`src/rtl/mod_add_sequencer.sv`:
```
// Modular adder for the RSA datapath: r = (a + b) mod n.
// One shared ripple-carry adder is used twice: first for a + b, then
// for s - n (as s + ~n + 1). The carries of both passes pick the result.

// Plain WIDTH-bit ripple-carry adder, built one full-adder per bit.
module mod_add_rca #(
  parameter int WIDTH = 8
) (
  input  logic [WIDTH-1:0] x,
  input  logic [WIDTH-1:0] y,
  input  logic             ci,
  output logic [WIDTH-1:0] s,
  output logic             co
);

  logic [WIDTH:0] carry;

  assign carry[0] = ci;

  genvar gi;
  generate
    for (gi = 0; gi < WIDTH; gi++) begin : g_fa
      assign s[gi]         = x[gi] ^ y[gi] ^ carry[gi];
      assign carry[gi + 1] = (x[gi] & y[gi]) | (carry[gi] & (x[gi] ^ y[gi]));
    end
  endgenerate

  assign co = carry[WIDTH];

endmodule

module mod_add_sequencer #(
  parameter int WIDTH = 8
) (
  input  logic             clk,
  input  logic             rst_n,
  input  logic             start,
  input  logic [WIDTH-1:0] a,
  input  logic [WIDTH-1:0] b,
  input  logic [WIDTH-1:0] n,
  output logic             busy,
  output logic             done,
  output logic [WIDTH-1:0] result
);

  typedef enum logic [1:0] {
    S_IDLE = 2'd0,
    S_ADD  = 2'd1,
    S_SUB  = 2'd2,
    S_DONE = 2'd3
  } state_t;

  state_t           state_reg;
  logic [WIDTH-1:0] a_reg;
  logic [WIDTH-1:0] b_reg;
  logic [WIDTH-1:0] n_reg;
  logic [WIDTH-1:0] s_reg;
  logic             c_reg;
  logic             busy_reg;
  logic             done_reg;
  logic [WIDTH-1:0] result_reg;

  logic [WIDTH-1:0] add_x;
  logic [WIDTH-1:0] add_y;
  logic             add_ci;
  logic [WIDTH-1:0] add_sum;
  logic             add_co;

  // Adder operand mux: SUB computes s - n, every other state feeds a + b.
  always_comb begin
    add_x  = a_reg;
    add_y  = b_reg;
    add_ci = 1'b0;
    if (state_reg == S_SUB) begin
      add_x  = s_reg;
      add_y  = ~n_reg;
      add_ci = 1'b1;
    end
  end

  mod_add_rca #(
    .WIDTH(WIDTH)
  ) u_rca (
    .x (add_x),
    .y (add_y),
    .ci(add_ci),
    .s (add_sum),
    .co(add_co)
  );

  // Sequencer: accept in IDLE/DONE, two adder passes, one-cycle done pulse.
  always_ff @(posedge clk or negedge rst_n) begin
    if (!rst_n) begin
      state_reg  <= S_IDLE;
      a_reg      <= '0;
      b_reg      <= '0;
      n_reg      <= '0;
      s_reg      <= '0;
      c_reg      <= 1'b0;
      busy_reg   <= 1'b0;
      done_reg   <= 1'b0;
      result_reg <= '0;
    end else begin
      case (state_reg)
        S_ADD: begin
          s_reg     <= add_sum;
          c_reg     <= add_co;
          state_reg <= S_SUB;
        end
        S_SUB: begin
          // True sum >= n when pass 1 overflowed or pass 2 did not borrow.
          if (c_reg | add_co) begin
            result_reg <= add_sum;
          end else begin
            result_reg <= s_reg;
          end
          busy_reg  <= 1'b0;
          done_reg  <= 1'b1;
          state_reg <= S_DONE;
        end
        default: begin
          // IDLE and DONE both accept a new request.
          done_reg <= 1'b0;
          if (start) begin
            a_reg     <= a;
            b_reg     <= b;
            n_reg     <= n;
            busy_reg  <= 1'b1;
            state_reg <= S_ADD;
          end else begin
            busy_reg  <= 1'b0;
            state_reg <= S_IDLE;
          end
        end
      endcase
    end
  end

  assign busy   = busy_reg;
  assign done   = done_reg;
  assign result = result_reg;

endmodule

```
`config.mk`:
```
export PLATFORM = sky130hd
export DESIGN_NAME = mod_add_sequencer
export DESIGN_NICKNAME = d
export VERILOG_FILES = /design/src/rtl/mod_add_sequencer.sv
export SDC_FILE = /design/constraint.sdc
export NUM_CORES = 1
export LEC_CHECK = 0
export BUFFER_PORTS_ARGS = -buffer_cell sky130_fd_sc_hd__clkbuf_2
export CORE_MARGIN = 4
export CORE_UTILIZATION = 59
export CTS_CLUSTER_DIAMETER = 150
export DETAILED_ROUTE_END_ITERATION = 10
export GPL_TIMING_DRIVEN = 0
export PLACE_DENSITY = 0.88
export SKIP_CTS_REPAIR_TIMING = 1
export SYNTH_ARGS = -nofsm -noshare
export SYNTH_HDL_FRONTEND = slang
export SYNTH_SLANG_ARGS = --single-unit
```
`constraint.sdc`:
```
create_clock -name clk -period 8.5 [get_ports clk]
set_input_delay 0.425 -clock clk [delete_from_list [all_inputs] [get_ports clk]]
set_output_delay 0.425 -clock clk [all_outputs]
set_load 0.02 [all_outputs]
```
# Word level (Yosys, flattened, before mapping)
# Cells that the tools add are included.
# totals
in_bits	27
output_inout_bits	10
word_cells	65
register_bits	45
# op_classes
n_mux	9
reduce_logical	2
eq_ne	2
n_bitwise	43
# op_table
op	n
8-bit 2-to-1 mux	3
1-bit AND	16
1-bit XOR	16
1-bit OR	9
8-bit NOT	1
1-bit case mux with 2 select lines	2
2-bit case mux with 2 select lines	1
1-bit 2-to-1 mux	3
2-bit by 1-bit equality test with 1-bit output, second input constant	1
2-bit equality test, second input constant	1
2-bit AND reduction	1
2-bit OR reduction	1
1-bit NOT	1

# Longest topological paths before layout
# Gate-level depths: netlist of the first run.
# depth
depth_word	21
depth_mapped	21
mapped_depth_nobuf	18

# Hierarchy
# Synthesis of the first run repeated with hierarchy kept, for this count alone.
# unflattened
hier_cells	174
hier_area_um2	2217.1
# modules_own_cells
mod	area_per_inst_um2	seq_area_each_um2	instances	cells_each
mod_add_sequencer	2019.4	1126.1	1	156
mod_add_rca	197.7	0.0	1	18

# Worst setup path before layout of the first run
# No wires, ideal clock.
# synth_path
kind	reg2reg
from	register state_reg[0]
to	register result_reg[0], in the netlist result[0]
setup_time_ns	0.120
t_required_ns	8.380
stages_incl_launch_ff	20
arrival_time_ns	4.455
path_buffers	2
slack_ns	3.925
period_less_slack_ns	4.575
cell_sequence	dfrtp_1 > inv_1 > ha_1 > buf_2 > mux2_2 > ha_1 > a21oi_1 > fa_1 > fa_1 > fa_1 > fa_1 > inv_1 > fa_1 > inv_1 > fa_1 > inv_1 > fa_1 > buf_6 > o21ai_0 > a31o_2
# synth_via
elab_cells_between_ends	39
classes_between	eq/ne: 1; mux: 4; bitwise: 34
# synth_lines
item	line	rtl
from (decl)	53	state_t state_reg;
from (signal assigned)	94	state_reg <= S_IDLE;
from (signal assigned)	108	state_reg <= S_SUB;
from (signal assigned)	119	state_reg <= S_DONE;
2-bit equality test	74	if (state_reg == S_SUB) begin
1-bit 2-to-1 mux	74	
net add_ci	65	logic add_ci;
1-bit AND	24	assign carry[gi + 1] = (x[gi] & y[gi]) | (carry[gi] & (x[gi] ^ y[gi]));
1-bit OR	24	
1-bit AND	24	
1-bit OR	24	
1-bit AND	24	
[... 6 more ...]	--	
1-bit OR	24	
1-bit AND	24	
1-bit OR	24	
1-bit AND	24	
1-bit OR	24	
net add_co	67	logic add_co;
1-bit OR	112	if (c_reg | add_co) begin
8-bit 2-to-1 mux	112	
to (signal assigned)	113	result_reg <= add_sum;
to (signal assigned)	115	result_reg <= s_reg;
to (decl)	61	logic [WIDTH-1:0] result_reg;
# The timed path passes the listed nets, and every way through them passes these cells.
# A chain may end at the register's enable or synchronous reset.

# Final worst setup path of the first run
# Same ends and word-level chain as after synthesis.

==> results of run 1 <==
[final cells by class]
type	instances	area (µm²)	share of cell area
inverters	8	30.03	0.01207
repair buffers	36	180.2	0.07240
plain buffers	10	55.05	0.02212
well taps	46	57.56	0.02313
flip-flops and latches	45	1126	0.4525
clock buffers	8	80.08	0.03218
multi-input cells	114	959.7	0.3856
[Yosys cell counts (all sizes together)]
| library cell | n | share of area |
|---|---|---|
| inv | 8 | 0.014 |
| a31o | 6 | 0.024 |
| nor2 | 11 | 0.019 |
| nor2b | 6 | 0.017 |
| or3b | 2 | 0.0081 |
| dfrtp | 45 | 0.52 |
| mux2 | 30 | 0.16 |
| a21oi | 10 | 0.023 |
| or3 | 6 | 0.019 |
| nand2 | 7 | 0.013 |
| nand2b | 1 | 0.0029 |
| clkbuf | 1 | 0.0017 |
| o21ai | 15 | 0.035 |
| xnor2 | 1 | 0.0040 |
| buf | 9 | 0.024 |
| mux2i | 6 | 0.028 |
| ha | 4 | 0.023 |
| fa | 7 | 0.065 |
| a31oi | 2 | 0.0058 |
[per-layer routing]
layer,part of all wire,global-route usage,up-vias
met1,0.44,0.2634,677
met2,0.48,0.3266,36
met4,0.023,0.1067,0
met3,0.060,0.04214,10
li1,-,-,699
met5,0,0,-
[worst max path at each step]
stage / startpoint / to / slack (ns) / cells after the start
2_1_floorplan: state_reg[0] / result[0] / 3.93 / 19
3_3_place_gp: state_reg[0] / result[0] / 3.52 / 19
4_1_cts: state_reg[0] / result[0] / 3.42 / 19
5_1_grt: state_reg[0] / result[6] / 3.17 / 19
6_report: state_reg[0] / result[0] / 3.43 / 19
3_5_place_dp: state_reg[0] / result[0] / 3.47 / 19
[cell families after synthesis]
kind of cell,Yosys count,share of synthesized area
adder cells (fa/ha/maj),11,0.08761
buffers and inverters,18,0.03919
XOR/XNOR,1,0.004035
AND/OR/NAND/NOR,33,0.07955
AO/OA/AOI/OAI,33,0.08761
multiplexers,36,0.1833
flip-flops,45,0.5187
[per-stage QoR]
stage	cell area (µm²)	worst slack [ns]	std cells	hold WS (ns)
after floorplan	2171	3.925	177	0.1294
after global placement	2409	3.525	259	0.4688
after detailed placement	2409	3.469	259	0.4804
after CTS	2489	3.425	267	0.3405
after global routing	2489	3.175	267	0.3554
final	2489	3.429	267	0.3142
==> summary.txt, run 1 <==
Status
  – Status: complete, no violations

Synthesis
  – Syn_area_per_cell: 12.26 µm²
  – Library cells used by synthesis: 23
  – Register bit total from synthesis: 45
  – Sequential area share after synthesis: 0.5187
  – Synthesis Warnings: 0
  – Post-Syn Instances: 177
  – Synthesized Nets: 215
  – Mapped Area: 2171 µm²

Global routing
  – Initial antenna violation count: 0
  – GRT Total Usage: 0.2049
  – Grt ovf: 0
  – Largest net degree at the start of global routing: 46
  – Number of global-route vias before repair: 1497
  – Global-route wire length before repair: 6969 µm

Critical path
  – R2r setup slk: 3.43 ns
  – Crit end category: flip-flop
  – Slowest CP cell: fa_1
  – Required @ worst endpoint: 8.69 ns
  – Critical Path AT: 5.26 ns
  – Reg-to-Reg Start: state_reg[0]
  – Crit path max-delay family: adder cells
  – RR Endpoint: result[0]
  – CP Buf/Inv Count: 6
  – Cell count of the worst reg-to-reg path: 19
  – Crit-path cells: inv_1, ha_1, buf_2, mux2_2, ha_1, a21oi_1, fa_1, fa_1, fa_1, fa_1, inv_1, fa_1, inv_1, fa_1, inv_1, fa_1, buf_6, o21ai_0, a31o_2
  – Crit Path Max Fanout: 10
  – Max incr delay on CP: 0.40 ns
  – CP dominant cell by count: fa_1
  – Worst setup path class: reg -> reg
  – CP startpoint kind: flip-flop

Clock network
  – CTS tree: yes
  – CTS buffer count: 5
  – CTS Sinks: 45
  – Clock Path Buffers: 2
  – Worst-path clk slew: 0.08 ns
  – Clock Tree Root: clkbuf_8
  – H-tree depth: 2
  – Worst-skew pair later-pin latency: 0.30 ns

Die
  – Die area: 4714 µm²
  – CORE AREA: 3442 µm²
  – Row count: 21
  – Die X: 68.66 µm
  – Height of the die: 68.66 µm
  – Starting Density: 0.6307
  – I/O pins: 37

Timing
  – Final min period: 5.071 ns
  – Fmax: 197.2 MHz
  – Worst Tran Pin Value: 1.071 ns
  – Final Setup Violations: 0
  – Fin Clk Skew: 0.008774 ns
  – Final Hold Fails: 0
  – Period utilization: 0.5966
  – Total negative slack: 0 ns
  – Slew HR: 0.2861
  – Final Slew Violations: 0
  – Unrepaired setup endpoints after global routing: no

Route
  – DR iter-0 viols: 48
  – DR vias/cell: 5.326
  – WL/cell: 15.12 µm
  – Via count: 1422
  – Antenna-violating nets left: 0
  – Post-Route WL: 4038 µm
  – DR DRC count: 0
  – First-pass DRT Iterations: 4

Place
  – Final HPWL DP: 3093 µm
  – # port buffers: 36
  – Global placement routability congestion: 0.8214

Finish
  – Most frequent cells in the layout: dfrtp_1, clkbuf_2, mux2_2, o21ai_0, nor2_1
  – Most common cell after layout, fill and taps aside: dfrtp_1
  – Fill count: 259
  – Layout net count: 258
  – # diodes: 0
  – Area delta synth->final: 14.64%
  – Finished Core Util: 0.7230
  – Share of layout cells above drive strength 1: 0.4118

Run
  – Max Cap Viol: 0

Min path
  – Worst hold path type: in -> async
Power of run 1 is not shown: default switching activity piles up to over one toggle a cycle in this logic, so the estimate is an artifact.
==> run 2: changes to the inputs <==
CORE_UTILIZATION = 55   (was 59)
PLACE_DENSITY = 0.83   (was 0.88)
clock period = 5.16 ns   (was 8.5 ns; I/O delays follow)
==> summary.txt, run 2 (synthesis results as in run 1) <==
Route
  – WL/cell: 14.38 µm (-4.9%)
  – First-pass DRT Iterations: 4 (unchanged)
  – Antenna-violating nets left: 0 (unchanged)
  – Via count: 1432 (+0.70%)
  – DR DRC count: 0 (unchanged)
  – Post-Route WL: 3853 µm (-4.6%)
  – DR iter-0 viols: 68 (+42%)
  – DR vias/cell: 5.343 (+0.33%)

Critical path
  – Crit-path cells: inv_1, ha_2, buf_4, mux2_2, ha_1, a21oi_1, fa_1, fa_1, fa_1, fa_1, inv_1, fa_1, inv_1, fa_1, inv_1, fa_2, buf_6, o21ai_0, a31o_2
  – Reg-to-Reg Start: state_reg[0]
  – Max incr delay on CP: 0.40 ns (about the same)
  – Slowest CP cell: fa_1
  – Crit end category: flip-flop
  – Crit Path Max Fanout: 10 (unchanged)
  – CP dominant cell by count: fa_1
  – R2r setup slk: 0.31 ns (-3.12 ns)
  – Critical Path AT: 5.04 ns (-0.22 ns)
  – CP startpoint kind: flip-flop
  – CP Buf/Inv Count: 6 (unchanged)
  – Crit path max-delay family: adder cells
  – Required @ worst endpoint: 5.35 ns (-3.34 ns)
  – Worst setup path class: reg -> reg
  – Crit path from: state_reg[0]

Timing
  – Final Setup Violations: 0 (unchanged)
  – Final Slew Violations: 0 (unchanged)
  – Unrepaired setup endpoints after global routing: no
  – Slew HR: 0.2904 (+0.004310)
  – Worst Tran Pin Value: 1.064 ns (-0.006465 ns)
  – Fin Clk Skew: 0.005939 ns (-0.002834 ns)
  – Total negative slack: 0 ns (unchanged)
  – Final Hold Fails: 0 (unchanged)
  – Fmax: 206.2 MHz (+4.5%)
  – Period utilization: 0.9400 (+0.3434)
  – Final min period: 4.850 ns (-0.2204 ns)

Die
  – Die X: 70.83 µm (+3.2%)
  – Starting Density: 0.5799 (-0.05080)
  – Height of the die: 70.83 µm (+3.2%)
  – Die area: 5016 µm² (+6.4%)
  – I/O pins: 37 (unchanged)
  – CORE AREA: 3744 µm² (+8.8%)
  – Row count: 22 (+4.8%)

Finish
  – Layout net count: 258 (unchanged)
  – Area delta synth->final: 15.62%
  – Fill count: 298 (+15%)
  – # diodes: 0 (unchanged)
  – Most frequent cells in the layout: dfrtp_1, clkbuf_2, mux2_2, o21ai_0, nor2_1
  – Share of layout cells above drive strength 1: 0.4273 (+0.01551)
  – Most common cell after layout, fill and taps aside: dfrtp_1
  – Finished Core Util: 0.6705 (-0.05256)

Place
  – # port buffers: 36 (unchanged)
  – Global placement routability congestion: 0.8112 (-1.2%)
  – Final HPWL DP: 2942 µm (-4.9%)

Global routing
  – Largest net degree at the start of global routing: 46 (unchanged)
  – Number of global-route vias before repair: 1474 (-1.5%)
  – GRT Total Usage: 0.1764 (-0.02855)
  – Global-route wire length before repair: 6948 µm (-0.30%)
  – Grt ovf: 0 (unchanged)
  – Initial antenna violation count: 0 (unchanged)

Clock network
  – Clock Tree Root: clkbuf_8
  – CTS Sinks: 45 (unchanged)
  – CTS buffer count: 5 (unchanged)
  – Worst-skew pair later-pin latency: 0.30 ns (about the same)
  – H-tree depth: 2 (unchanged)
  – Worst-path clk slew: 0.08 ns (about the same)
  – CTS tree: yes
  – Clock Path Buffers: 2 (unchanged)

Min path
  – Worst hold path type: in -> async

Status
  – Status: complete, no violations

Run
  – Max Cap Viol: 0 (unchanged)
run 2: worst reg2reg max path: stages (launching register included):
cell and delay (ns):
dfrtp_1 0.39, inv_1 0.09, ha_2 0.25, buf_4 0.21, mux2_2 0.36, ha_1 0.34, a21oi_1 0.10, fa_1 0.39
fa_1 0.40, fa_1 0.39, fa_1 0.36, inv_1 0.07, fa_1 0.15, inv_1 0.05, fa_1 0.35, inv_1 0.09
fa_2 0.28, buf_6 0.15, o21ai_0 0.10, a31o_2 0.25
run 2: stage by stage:
| step | setup slack [ns] | instance area, µm² | instances | hold slack, ns |
|---|---|---|---|---|
| 2_1_floorplan | 0.5850 | 2171 | 177 | -0.03759 |
| 3_3_place_gp | 0.1692 | 2411 | 261 | 0.4657 |
| 3_5_place_dp | 0.1063 | 2411 | 261 | 0.4778 |
| 4_1_cts | 0.09278 | 2497 | 268 | 0.1813 |
| 5_1_grt | 0.01805 | 2510 | 268 | 0.1806 |
| 6_report | 0.3097 | 2510 | 268 | 0.1363 |
run 2: final timing paths:
kind | endpoint | cells after the start
min in group clk | a_reg[7] | 2
max | result[6] | 19
max in group asynchronous | a_reg[4] | 1
min | a_reg[1] | 1
min reg2reg | done | 2
max reg2reg | result[6] | 19
run 2: layout make-up:
type                            count  area (µm²)  share of cell area
Inverter                            8       30.03             0.01196
Timing Repair Buffer               36       180.2             0.07178
Sequential cell                    45        1126              0.4487
Tap cell                           48       60.06             0.02393
Multi-Input combinational cell    114       964.7              0.3843
Clock buffer                        7       86.33             0.03440
Buffer                             10       62.56             0.02493
run 2: metal layers:
layer | global-route usage | vias to the layer above | wire, µm
li1 | - | 695 | -
met1 | 0.2301 | 680 | 1596
met2 | 0.2812 | 49 | 1909
met3 | 0.05682 | 8 | 294
met4 | 0.05637 | 0 | 53
met5 | 0 | - | 0
Power of run 2 is left out for the same reason.
